File: src/rtl/write_seq_pkg.sv
// write_seq_pkg
//   Shared definitions for the write-sequence fetch path: write-engine
//   opcodes that the fetch stage needs to know about, default geometry
//   parameters, and the selector type for the mdat output mux.
//   No ports (package).

package write_seq_pkg;

  // Write-engine opcodes
  localparam logic [7:0] OP_STOP         = 8'h3F;
  localparam logic [7:0] OP_WAIT_TRKMARK = 8'h03;
  localparam logic [7:0] OP_STROBE       = 8'h02;
  localparam logic [7:0] OP_WGATE_BASE   = 8'h00;

  // Default geometry
  localparam int DEF_ADDR_W = 19;
  localparam int DEF_RD_LAT = 2;
  localparam int DEF_DEPTH  = 4;

  // Source selected onto mdat
  typedef enum logic [1:0] {
    MDAT_STOP = 2'd0,
    MDAT_HEAD = 2'd1,
    MDAT_NEXT = 2'd2
  } mdat_sel_e;

endpackage

File: src/rtl/write_seq_fifo.sv
// write_seq_fifo
//   Circular prefetch buffer of DEPTH bytes (DEPTH a power of two, >= 2).
//   Exposes the head entry and the entry after it so the consumer can see
//   one byte ahead.
// Ports:
//   clock, reset   : clock, asynchronous active-high reset
//   flush          : clear pointers and count (priority over push/pop)
//   push, wdata    : write one byte at the tail
//   pop            : retire the head entry (caller guarantees count >= 1)
//   head           : entry at the read pointer
//   head_next      : entry at read pointer + 1
//   count          : number of valid entries (clog2(DEPTH)+1 bits)

module write_seq_fifo
  import write_seq_pkg::*;
#(
  parameter int DEPTH = DEF_DEPTH
) (
  input  logic                   clock,
  input  logic                   reset,
  input  logic                   flush,
  input  logic                   push,
  input  logic [7:0]             wdata,
  input  logic                   pop,
  output logic [7:0]             head,
  output logic [7:0]             head_next,
  output logic [$clog2(DEPTH):0] count
);

  localparam int PW = $clog2(DEPTH);
  localparam int CW = PW + 1;

  logic [7:0]    mem [DEPTH];
  logic [PW-1:0] rd_ptr;
  logic [PW-1:0] wr_ptr;
  logic [PW-1:0] rd_ptr_inc;

  // Pointers wrap naturally because DEPTH is a power of two.
  assign rd_ptr_inc = rd_ptr + PW'(1);
  assign head       = mem[rd_ptr];
  assign head_next  = mem[rd_ptr_inc];

  // Buffer storage; contents need no reset because count qualifies every use.
  always_ff @(posedge clock) begin
    if (push && !flush) begin
      mem[wr_ptr] <= wdata;
    end
  end

  // Read/write pointers and occupancy count.
  always_ff @(posedge clock or posedge reset) begin
    if (reset) begin
      rd_ptr <= '0;
      wr_ptr <= '0;
      count  <= '0;
    end else if (flush) begin
      rd_ptr <= '0;
      wr_ptr <= '0;
      count  <= '0;
    end else begin
      if (push) begin
        wr_ptr <= wr_ptr + PW'(1);
      end
      if (pop) begin
        rd_ptr <= rd_ptr_inc;
      end
      case ({push, pop})
        2'b10:   count <= count + CW'(1);
        2'b01:   count <= count - CW'(1);
        default: count <= count;
      endcase
    end
  end

endmodule

File: src/rtl/write_seq_fetch.sv
// write_seq_fetch
//   Prefetching instruction-fetch stage feeding the disc write engine.
//   Reads write-program bytes from SRAM into a small buffer and presents
//   them on mdat with one-byte look-ahead while maddr_inc is high.
//   Fetching begins with the first addr_load after reset.
// Optional feature macro: WRITE_SEQ_UNDERRUN_EN
//   defined   : sticky underrun flag, mdat forced to STOP while it is set
//   undefined : underrun tied low, no forcing logic
// Ports:
//   clock, reset         : clock, asynchronous active-high reset
//   addr_load, addr_in   : load fetch pointer / head address and flush
//   start_in, start_out  : host START, gated until two bytes are buffered
//   maddr_inc            : retire-current-byte pulse from the engine
//   mdat                 : current (or look-ahead) instruction byte
//   sram_addr, sram_rd   : SRAM read request
//   sram_rdata           : SRAM read data, valid RD_LAT clocks after request
//   head_addr            : SRAM address of the byte currently on mdat
//   underrun             : sticky buffer-underrun flag

module write_seq_fetch
  import write_seq_pkg::*;
#(
  parameter int ADDR_W = DEF_ADDR_W,
  parameter int RD_LAT = DEF_RD_LAT,
  parameter int DEPTH  = DEF_DEPTH
) (
  input  logic              clock,
  input  logic              reset,
  input  logic              addr_load,
  input  logic [ADDR_W-1:0] addr_in,
  input  logic              start_in,
  output logic              start_out,
  input  logic              maddr_inc,
  output logic [7:0]        mdat,
  output logic [ADDR_W-1:0] sram_addr,
  output logic              sram_rd,
  input  logic [7:0]        sram_rdata,
  output logic [ADDR_W-1:0] head_addr,
  output logic              underrun
);

  localparam int CW = $clog2(DEPTH) + 1;

  logic              active;
  logic [ADDR_W-1:0] fetch_ptr;
  logic [RD_LAT-1:0] inflight;
  logic [CW-1:0]     count;
  logic [7:0]        head;
  logic [7:0]        head_next;
  logic [31:0]       inflight_cnt;
  logic [31:0]       occupancy;
  logic              have_two;
  logic              issue;
  logic              capture;
  logic              retire;
  mdat_sel_e         mdat_sel;

  // Number of reads still travelling through the SRAM pipeline.
  always_comb begin
    inflight_cnt = 32'd0;
    for (int i = 0; i < RD_LAT; i++) begin
      inflight_cnt = inflight_cnt + 32'(inflight[i]);
    end
  end

  // In-flight reads reserve their buffer slot so the buffer never overflows.
  assign occupancy = 32'(count) + inflight_cnt;
  assign have_two  = (count >= CW'(2));
  assign issue     = active && !addr_load && (occupancy < 32'(DEPTH));
  assign capture   = inflight[RD_LAT-1];
  assign retire    = maddr_inc && have_two && !addr_load;

  assign sram_rd   = issue;
  assign sram_addr = fetch_ptr;
  assign start_out = start_in && have_two;

  // Fetch pointer, in-flight tracker and head address; addr_load wins.
  always_ff @(posedge clock or posedge reset) begin
    if (reset) begin
      active    <= 1'b0;
      fetch_ptr <= '0;
      inflight  <= '0;
      head_addr <= '0;
    end else if (addr_load) begin
      active    <= 1'b1;
      fetch_ptr <= addr_in;
      inflight  <= '0;
      head_addr <= addr_in;
    end else begin
      if (issue) begin
        fetch_ptr <= fetch_ptr + ADDR_W'(1);
      end
      inflight <= (inflight << 1) | RD_LAT'(issue);
      if (retire) begin
        head_addr <= head_addr + ADDR_W'(1);
      end
    end
  end

  write_seq_fifo #(
    .DEPTH (DEPTH)
  ) u_fifo (
    .clock     (clock),
    .reset     (reset),
    .flush     (addr_load),
    .push      (capture),
    .wdata     (sram_rdata),
    .pop       (retire),
    .head      (head),
    .head_next (head_next),
    .count     (count)
  );

`ifdef WRITE_SEQ_UNDERRUN_EN
  logic underrun_flag;
  logic underrun_evt;

  // A retire request with fewer than two bytes buffered cannot be honoured.
  assign underrun_evt = maddr_inc && !have_two && !addr_load;

  // Sticky underrun flag, cleared only by a new program load.
  always_ff @(posedge clock or posedge reset) begin
    if (reset) begin
      underrun_flag <= 1'b0;
    end else if (addr_load) begin
      underrun_flag <= 1'b0;
    end else if (underrun_evt) begin
      underrun_flag <= 1'b1;
    end else begin
      underrun_flag <= underrun_flag;
    end
  end

  assign underrun = underrun_flag;
`else
  assign underrun = 1'b0;
`endif

  // Select mdat source; an unhonourable retire leaves the stale head visible.
  always_comb begin
    mdat_sel = MDAT_STOP;
`ifdef WRITE_SEQ_UNDERRUN_EN
    if (underrun_flag) begin
      mdat_sel = MDAT_STOP;
    end else
`endif
    if (count == CW'(0)) begin
      mdat_sel = MDAT_STOP;
    end else if (maddr_inc && have_two) begin
      mdat_sel = MDAT_NEXT;
    end else begin
      mdat_sel = MDAT_HEAD;
    end
  end

  // mdat output mux.
  always_comb begin
    case (mdat_sel)
      MDAT_HEAD: mdat = head;
      MDAT_NEXT: mdat = head_next;
      default:   mdat = OP_STOP;
    endcase
  end

endmodule
File: config.mk
export PLATFORM = sky130hd
export DESIGN_NAME = write_seq_fetch
export DESIGN_NICKNAME = d
export VERILOG_FILES = /design/src/rtl/write_seq_pkg.sv /design/src/rtl/write_seq_fifo.sv /design/src/rtl/write_seq_fetch.sv
export SDC_FILE = /design/constraint.sdc
export NUM_CORES = 1
export LEC_CHECK = 0
export CORE_UTILIZATION = 57
export DETAILED_ROUTE_END_ITERATION = 7
export GPL_TIMING_DRIVEN = 0
export PLACE_DENSITY_LB_ADDON = 0.12
export RECOVER_POWER = 100
export SKIP_CTS_REPAIR_TIMING = 1
export SLEW_MARGIN = 0
export SYNTH_ARGS = -nofsm -noshare
export SYNTH_HDL_FRONTEND = slang
export SYNTH_SLANG_ARGS = --single-unit
File: constraint.sdc
create_clock -name clock -period 5.5 [get_ports clock]
set_clock_uncertainty 0.15 [all_clocks]
set_input_delay 0.825 -clock clock [delete_from_list [all_inputs] [get_ports clock]]
set_output_delay 0.825 -clock clock [all_outputs]
set_load 0.03 [all_outputs]
# Yosys cells after proc, flatten, opt, wreduce, memory -nomap -nowiden
# Memories as Yosys holds them, arrays and structs flattened.
# Cells that the tools add are included.
# totals
latchBits,0
reg_bits,48
ram_bits,32
inputBits,32
memories,1
out_inout_bits,49
romBits,0
# classes
n_shift,0
n_lt_le_gt_ge,2
eq_ne,4
bitwise_logic,1
muxes,16
n_addsub,8
div,0
reduce_logical,12
n_mul,0
# memory_table
memory,words,word_bits,read_ports,rd_ports_with_merged_regs,wr,line_no,rtl
u_fifo.mem,4,8,2,0,1,write_seq_fifo.sv:33,logic [7:0] mem [DEPTH];
# ops
cell,n
$mux W19,4
$add A19 B1 Y19 const B,2
$pmux W8 S2,1
$mux W2,7
$logic_and A1 B1 Y1,6
$pmux W3 S2,1
$reduce_bool A2 Y1,3
$add A2 B1 Y2 const B,2
$add A3 B2 Y4,1
$eq A2 B1 Y1 const B,2
$eq A2 B2 Y1 const B,2
$lt A4 B3 Y1 const B,1
$add A3 B1 Y3 const B,1
$ge A3 B2 Y1 const B,1
$logic_not A3 Y1,1
$mux W3,1
$reduce_bool A3 Y1,1
$sub A3 B1 Y3 const B,1
$add A1 B1 Y2,1
$mux W1,2
$or A2 B1 Y2,1
$logic_not A1 Y1,1

# Longest topological paths before layout
# Gate-level depths: netlist of the first run.
# depth
depth_word,6
mapped_depth,9
ltp_nobuf,6

# By module
# A second synthesis of the first run with hierarchy kept.
# unflattened
hier_cells,347
area_unflattened_um2,4346.7
# by_module_without_submodules
mod,area_per_inst_um2,instances,cells_each,seq_area_each_um2
write_seq_fetch,2507.4,1,253,1026.0
write_seq_fifo,1839.3,1,94,1136.1

# Least setup slack after synthesis of the first run
# OpenSTA, ideal clock, no wires.
# synth_timing
path_type,input to output
startpoint,input port maddr_inc
endpoint,output port mdat[0]
arrival_time_ps,2144
n_path_buf,3
setup_slack_ps,2381
cell_stages,7
required_time_ps,4525
path_cell_list,o21a_1 buf_6 or2_1 buf_2 buf_6 o22ai_1 o21ai_0
# synth_between
elab_chain_cells,5
# synth_rtl
element,line_no,rtl
"start, declared",write_seq_fetch.sv:33,"input logic maddr_inc,"
$logic_and A1 B1 Y1 *,write_seq_fetch.sv:149,end else if (maddr_inc && have_two) begin
$mux W2 *,write_seq_fetch.sv:149,
$mux W2 *,write_seq_fetch.sv:147,if (count == CW'(0)) begin
$eq A2 B2 Y1 / $eq A2 B1 Y1 (equally long branches),write_seq_fetch.sv:158,case (mdat_sel)
$pmux W8 S2 *,write_seq_fetch.sv:158,
"end, declared",write_seq_fetch.sv:34,"output logic [7:0] mdat,"
# Mark *: on every way between the ends. The rest lies on a longest branch, timed or not.

# Worst setup path after layout of the first run
# layout_timing
startpoint,input port addr_load
endpoint,output port sram_rd
# layout_between
elab_chain_cells,3
# layout_rtl
element,line_no,rtl
"start, declared",write_seq_fetch.sv:29,"input logic addr_load,"
$logic_not A1 Y1,write_seq_fetch.sv:69,assign issue = active && !addr_load && (occupancy < 32'(DEPTH));
$logic_and A1 B1 Y1 (2 in a row),write_seq_fetch.sv:69,
"end, declared",write_seq_fetch.sv:36,"output logic sram_rd,"
# No other way between the ends.

==> reports/results.ini, run 1 <==
[logic_synthesis]
synth-compound-area-share_pct=14.1
synthAdderAreaFrac_pct=2.47
synthTopCellsByArea=dfrtp_1 28%, edfxtp_1 22%, mux2_2 4.9%, nand2_1 3.0%, mux2i_1 2.5%
synth_mux_area_share_pct=8.73
synth_top_family_by_area=simple AND/OR/NAND/NOR gates
yosysWarnings=0
ys_types=58
synth_cells=403
ys.flop_type=dfrtp_1
synth.avg_cell_area_sq_um=10.8
netlist_area_sq_mm=0.00436
synthSimpleGateAreaFrac_pct=16.8
synth_async_sr_flop_share_pct=60.0
ys_seq_area_share_pct=49.6
synth_top_area_share_pct=27.6
synth-xor-area-share_pct=3.42
synth_edf_count=32
yosys.area.top_type=dfrtp_1
ys_seq_elements=80
synth_nets=443

[route]
drt_iter0_drc=299
via_per_inst=6.21
ant_nets=0
wire_per_inst_um=18.6
drt-total-wl_um=11100
drc=0
drt-pass1-iter-count=5
vias=3714

[layout]
nNetsFinal=534
nFillCells=504
antenna_cells=0
area_delta_synth_final_pct=25.3
fin_cells=598
drive_gt1_share_pct=11.6

[die]
core_sq_mm=0.00733
chipHeight_um=89.4
pin_count=81
die_w_um=89.4
start_util_pct=59.4
num_rows=31
die_area_sq_mm=0.00800

[setup_path]
critPathRequiredTime_ps=4530
cpMostUsedCell=dlygate4sd3_1
worstSetupStartpointType=input pin
critical-path-slowest-cell=dlygate4sd3_1
path_cells=dlygate4sd3_1 -> nor3b_1 -> o21ai_0 -> clkinv_1 -> clkbuf_1 -> dlygate4sd3_1
arrival_ps=3620
cp-end-kind=primary output
critPathMaxStageDelay_ps=820
critPathMaxFanout=10
critPathKind=input pin to primary output

[global_routing]
grt_pass1_vias=3452
grt_overflow_total=0
grt_max_degree=29
grt_usage_pct=29.4
grt_pass1_wl_um=17100
antenna_found_initial=0

[power_and_ir_drop]
power_density_mw_per_mm2=286
power_frac_seq_pct=45.5
power_frac_clock_pct=30.2
p_leak_nw=2.07
p_int_mw=1.05
sw_frac_of_total_pct=32.8
peakVddDrop_v=0.000201
p_comb_share_pct=24.2
power_switching_uw=512

[sta]
hold_ws_ps=358
hold_viol_final=0
tns_ps=0
period_minus_slack_ps=4600
setup_viol=0
slew_headroom_pct=-3.88
maxSlewViolCount=29
worst_slack_ps=905
period_share_pct=83.6
tightestPinTransition_ps=1560
max_freq_mhz=218
rsz0062_at_grt=false

[run]
cap_violations=1

[clock_tree]
cts-root-buf=clkbuf_8
cts_tree=built
ctsHtreeMaxLevel=3
clk_latency_ps=360
clkSinkCount=80
numCtsBuffers=9
cts_buffer_depth=2
path_clk_slew_ps=80

[status]
run_status=finished with violations
violations=capacitance limit, slew limit

[place]
port_buffers=79
finalWeightedCongestion=0.934
place_ws_ps=1370
dp_hpwl_um=8030
dp.cells=582

[hold_path]
worstHoldPathType=flop to flop

[power groups by stage]
stage          registers (mW)  clock network (mW)  logic [mW]
3_3_place_gp            0.718                   0       0.391
6_report                0.711               0.472       0.378
3_5_place_dp            0.722                   0       0.399
4_1_cts                 0.710               0.467       0.402
2_1_floorplan           0.771                   0       0.183
5_1_grt                 0.716               0.490       0.409
[cell usage in the layout, fill, tap and decap left out, types with 4 or more instances in the layout]
cell type,synthesis,routed
dlygate4sd3_1,0,58
dfrtp_1,48,48
nand2_1,35,35
edfxtp_1,32,32
clkdlybuf4s50_1,0,21
mux2_2,19,19
inv_1,17,17
nor2_1,17,17
nand3_1,16,16
nand4_1,16,16
o21ai_0,13,15
clkbuf_1,9,14
o211ai_1,11,11
mux2i_1,11,11
clkbuf_8,0,11
nor3_1,9,9
xnor2_1,9,9
o22ai_1,8,8
xor2_1,8,8
buf_2,9,7
a21oi_1,7,7
and2_1,11,7
o221ai_1,7,7
ha_1,7,7
and3_1,6,6
nor4_1,5,5
a31oi_1,5,5
a21o_1,4,4
o311ai_0,4,4
o21a_1,4,4
nor2b_1,4,4
and2_0,0,4
[routing by layer]
layer,global-route usage (%),vias to the layer above,wire length [um]
met1,41.6,1823,4960
met2,45.3,172,5310
met4,12.8,0,245
met5,0,-,0
li1,-,1692,-
met3,4.25,27,637
[worst max-delay path, delay by kind of cell]
| kind | cells | cell delay [ps] |
|---|---|---|
| buffers and inverters | 4 | 2030 |
| AND/OR/NAND/NOR | 1 | 330 |
| AO/OA/AOI/OAI | 1 | 440 |
[synthesized netlist by cell type (all sizes together), types with 2 or more instances]
cell    instances
o21ai          19
buf            16
or2             3
nand3          17
edfxtp         32
mux4            2
mux2i          11
a311o           3
nor3b           2
o311ai          4
and4            3
o22ai           8
nor3            9
ha              7
a221o           3
nor4            6
or3             2
clkbuf          9
dfrtp          48
inv            18
nand2          35
a31o            3
a31oi           5
nor2           17
or4             3
and3            6
o21a            4
o221ai          7
xnor2           9
a211oi          3
mux2           20
and2           11
o211ai         11
nor2b           4
a21oi           7
a21o            4
xor2            8
nand4          16
[state kept, by name (all words and copies together) (netlist names)]
register and flops:
u_fifo.mem 32, head_addr 19, sram_addr 19, u_fifo.count 3
inflight 2, u_fifo.rd_ptr 2, u_fifo.wr_ptr 2, active 1
[per-stage QoR]
stage	instance area [sq um]	util [%]	power, mW
2_1_floorplan	4360	-	0.954
3_3_place_gp	5270	71.9	1.11
3_5_place_dp	5290	72.2	1.12
4_1_cts	5510	75.1	1.58
5_1_grt	5460	74.5	1.62
6_report	5460	74.5	1.56
[cell type report]
cell class | count | area (sq um) | area share (%)
plain buffers | 25 | 133 | 2.43
clock buffers | 11 | 151 | 2.77
clock inverters | 5 | 63.8 | 1.17
inverters | 18 | 67.6 | 1.24
multi-input cells | 280 | 1960 | 36.0
flip-flops and latches | 80 | 2160 | 39.6
well taps | 99 | 124 | 2.27
repair buffers | 80 | 795 | 14.6
[cell families (layout without fill, tap and decap cells)]
family	count (synthesis)	in the layout
other	1	1
AO/OA/AOI/OAI	85	85
multiplexers	33	33
buffers and inverters	43	139
adder cells (fa/ha/maj)	8	8
XOR/XNOR	17	17
flip-flops	80	80
AND/OR/NAND/NOR	136	136
[final timing paths]
kind / startpoint / to / slack (ps) / cells past startpoint
min in group asynchronous: reset / u_fifo.wr_ptr[1]$_DFFE_PP0P_ / 900 / 2
max in group asynchronous: reset / head_addr[16]$_DFFE_PP0P_ / 2390 / 3
worst max-delay path: addr_load / sram_rd / 900 / 6
worst min register to register: active$_DFFE_PP0P_ / active$_DFFE_PP0P_ / 360 / 1
worst max register to register: u_fifo.count[0]$_DFFE_PP0P_ / sram_addr[14]$_DFFE_PP0P_ / 2430 / 7
worst min-delay path: active$_DFFE_PP0P_ / active$_DFFE_PP0P_ / 360 / 1
No activity file was read; power rests on OpenSTA's default activity.
==> inputs of run 2 (changes only) <==
CORE_UTILIZATION = 53   (was 57)
clock period = 4.47 ns   (was 5.5 ns; I/O delays follow)
==> reports/results.ini, run 2 (synthesis gave the netlist of run 1 again) <==
[setup_path]
worstReg2RegStart=u_fifo.count[1]$_DFFE_PP0P_
cp-end-kind=primary output
r2r-end=u_fifo.count[2]$_DFFE_PP0P_
worst-path-buf-inv=4  ; unchanged
critPathMaxStageDelay_ps=750  ; -70 ps
path_cells=clkdlybuf4s50_1 -> o21ai_2 -> clkbuf_1 -> buf_2 -> o221ai_1 -> o21ai_1 -> dlygate4sd3_1
reg2regPathDepth=9  ; +2
critPathKind=input pin to primary output
critPathMaxFanout=10  ; unchanged
worst-r2r-setup-slack_ps=1370  ; -1060 ps
worstSetupPathDepth=7  ; +1
worstSetupStartpointType=input pin
path_delay_family=buffers and inverters
critical-path-slowest-cell=dlygate4sd3_1
arrival_ps=3270  ; -350 ps
critPathRequiredTime_ps=3650  ; -880 ps

[layout]
nNetsFinal=534  ; unchanged
drive_gt1_share_pct=11.8  ; +0.20 points
largest_reg_flops=32  ; unchanged
regMostFlops=u_fifo.mem
nFillCells=591  ; +17%
most-common-layout-cells=51 x dlygate4sd3_1, 48 x dfrtp_1, 35 x nand2_1
area_delta_synth_final_pct=25.2  ; about the same
fin_cells=601  ; +0.50%
fin_area_sq_mm=0.00546  ; about the same
antenna_cells=0  ; unchanged
final_common_cell=dlygate4sd3_1

[route]
wire_per_inst_um=19.0  ; +2.0%
vias=3744  ; +0.81%
drt_iter0_drc=369  ; +23%
drt-pass1-iter-count=4  ; -1
drc=0  ; unchanged
drt-total-wl_um=11400  ; +2.5%
via_per_inst=6.23  ; +0.30%
ant_nets=0  ; unchanged

[global_routing]
grt_overflow_total=0  ; unchanged
antenna_found_initial=0  ; unchanged
grt_max_degree=39  ; +34%
grt_pass1_vias=3595  ; +4.1%
grt_usage_pct=28.0  ; -1.3 points
grt_pass1_wl_um=18000  ; +4.7%

[sta]
tightestPinTransition_ps=2200  ; +637 ps
setup_viol=0  ; unchanged
hold_ws_ps=333  ; -24.6 ps
period_share_pct=91.6
slew_headroom_pct=-46.3  ; -42 points
rsz0062_at_grt=false
maxSlewViolCount=39  ; +34%
hold_viol_final=0  ; unchanged
max_freq_mhz=244
tns_ps=0  ; unchanged
period_minus_slack_ps=4090

[hold_path]
hold_start=active$_DFFE_PP0P_
worstHoldPathType=flop to flop
hold_end=active$_DFFE_PP0P_
hold_depth=1  ; unchanged

[power_and_ir_drop]
p_leak_nw=2.06  ; -0.45%
power_density_mw_per_mm2=344  ; +20%
peakVddDrop_v=0.000190  ; -5.3%

[die]
core_sq_mm=0.00785  ; +7.0%
start_util_pct=55.5  ; -3.9 points
die_area_sq_mm=0.00859  ; +7.4%
die_w_um=92.7  ; +3.6%
pin_count=81  ; unchanged
num_rows=32  ; +3.2%
chipHeight_um=92.7  ; +3.6%

[clock_tree]
clk_latency_ps=350  ; about the same
cts_buffer_depth=2  ; unchanged
cts-root-buf=clkbuf_8
numCtsBuffers=9  ; unchanged
path_clk_slew_ps=80  ; about the same
clkSinkCount=80  ; unchanged
ctsHtreeMaxLevel=3  ; unchanged
cts_tree=built

[place]
port_buffers=79  ; unchanged
place_area_sq_mm=0.00530  ; about the same
dp.cells=585  ; +0.52%
finalWeightedCongestion=0.863  ; -7.6%
dp_hpwl_um=8260  ; +2.8%

[status]
violations=capacitance limit, slew limit
run_status=finished with violations

[run]
cap_violations=1  ; unchanged

## run 2: final cells by class
type,count,area [sq um],share of cell area [%]
Buffer,25,131,2.41
Clock buffer,10,128,2.34
Clock inverter,6,60.1,1.10
Inverter,18,67.6,1.24
Multi-Input combinational cell,280,1980,36.4
Sequential cell,80,2160,39.6
Tap cell,102,128,2.34
Timing Repair Buffer,80,795,14.6
## run 2: worst max path at each step
| stage | from | endpoint | slack (ps) |
|---|---|---|---|
| 4_1_cts | maddr_inc | mdat[0] | 640 |
| 3_3_place_gp | maddr_inc | mdat[0] | 650 |
| 2_1_floorplan | maddr_inc | mdat[0] | 1660 |
| 5_1_grt | maddr_inc | mdat[2] | 270 |
| 3_5_place_dp | maddr_inc | mdat[0] | 640 |
| 6_report | maddr_inc | mdat[5] | 380 |
## run 2: stage by stage
step / utilization, % / setup WS, ps / power [mW]
2_1_floorplan: - / 1660 / 1.17
3_3_place_gp: 67.2 / 652 / 1.37
3_5_place_dp: 67.5 / 644 / 1.39
4_1_cts: 69.9 / 643 / 1.90
5_1_grt: 69.5 / 270 / 1.96
6_report: 69.5 / 377 / 1.88
## run 2: power by group
| group | internal (mW) | total, mW | leakage (nW) | switching, mW |
|---|---|---|---|---|
| clock network | 0.256 | 0.526 | 0.0937 | 0.270 |
| registers | 0.811 | 0.874 | 0.867 | 0.0623 |
| logic | 0.191 | 0.478 | 1.10 | 0.286 |
| total | 1.26 | 1.88 | 2.06 | 0.619 |
## run 2: metal layers
metal	GRT usage (%)	up-vias	wire length [um]
met5	0	-	0
met1	39.1	1839	4900
met2	40.5	179	5340
li1	-	1689	-
met4	16.3	0	425
met3	5.91	37	771
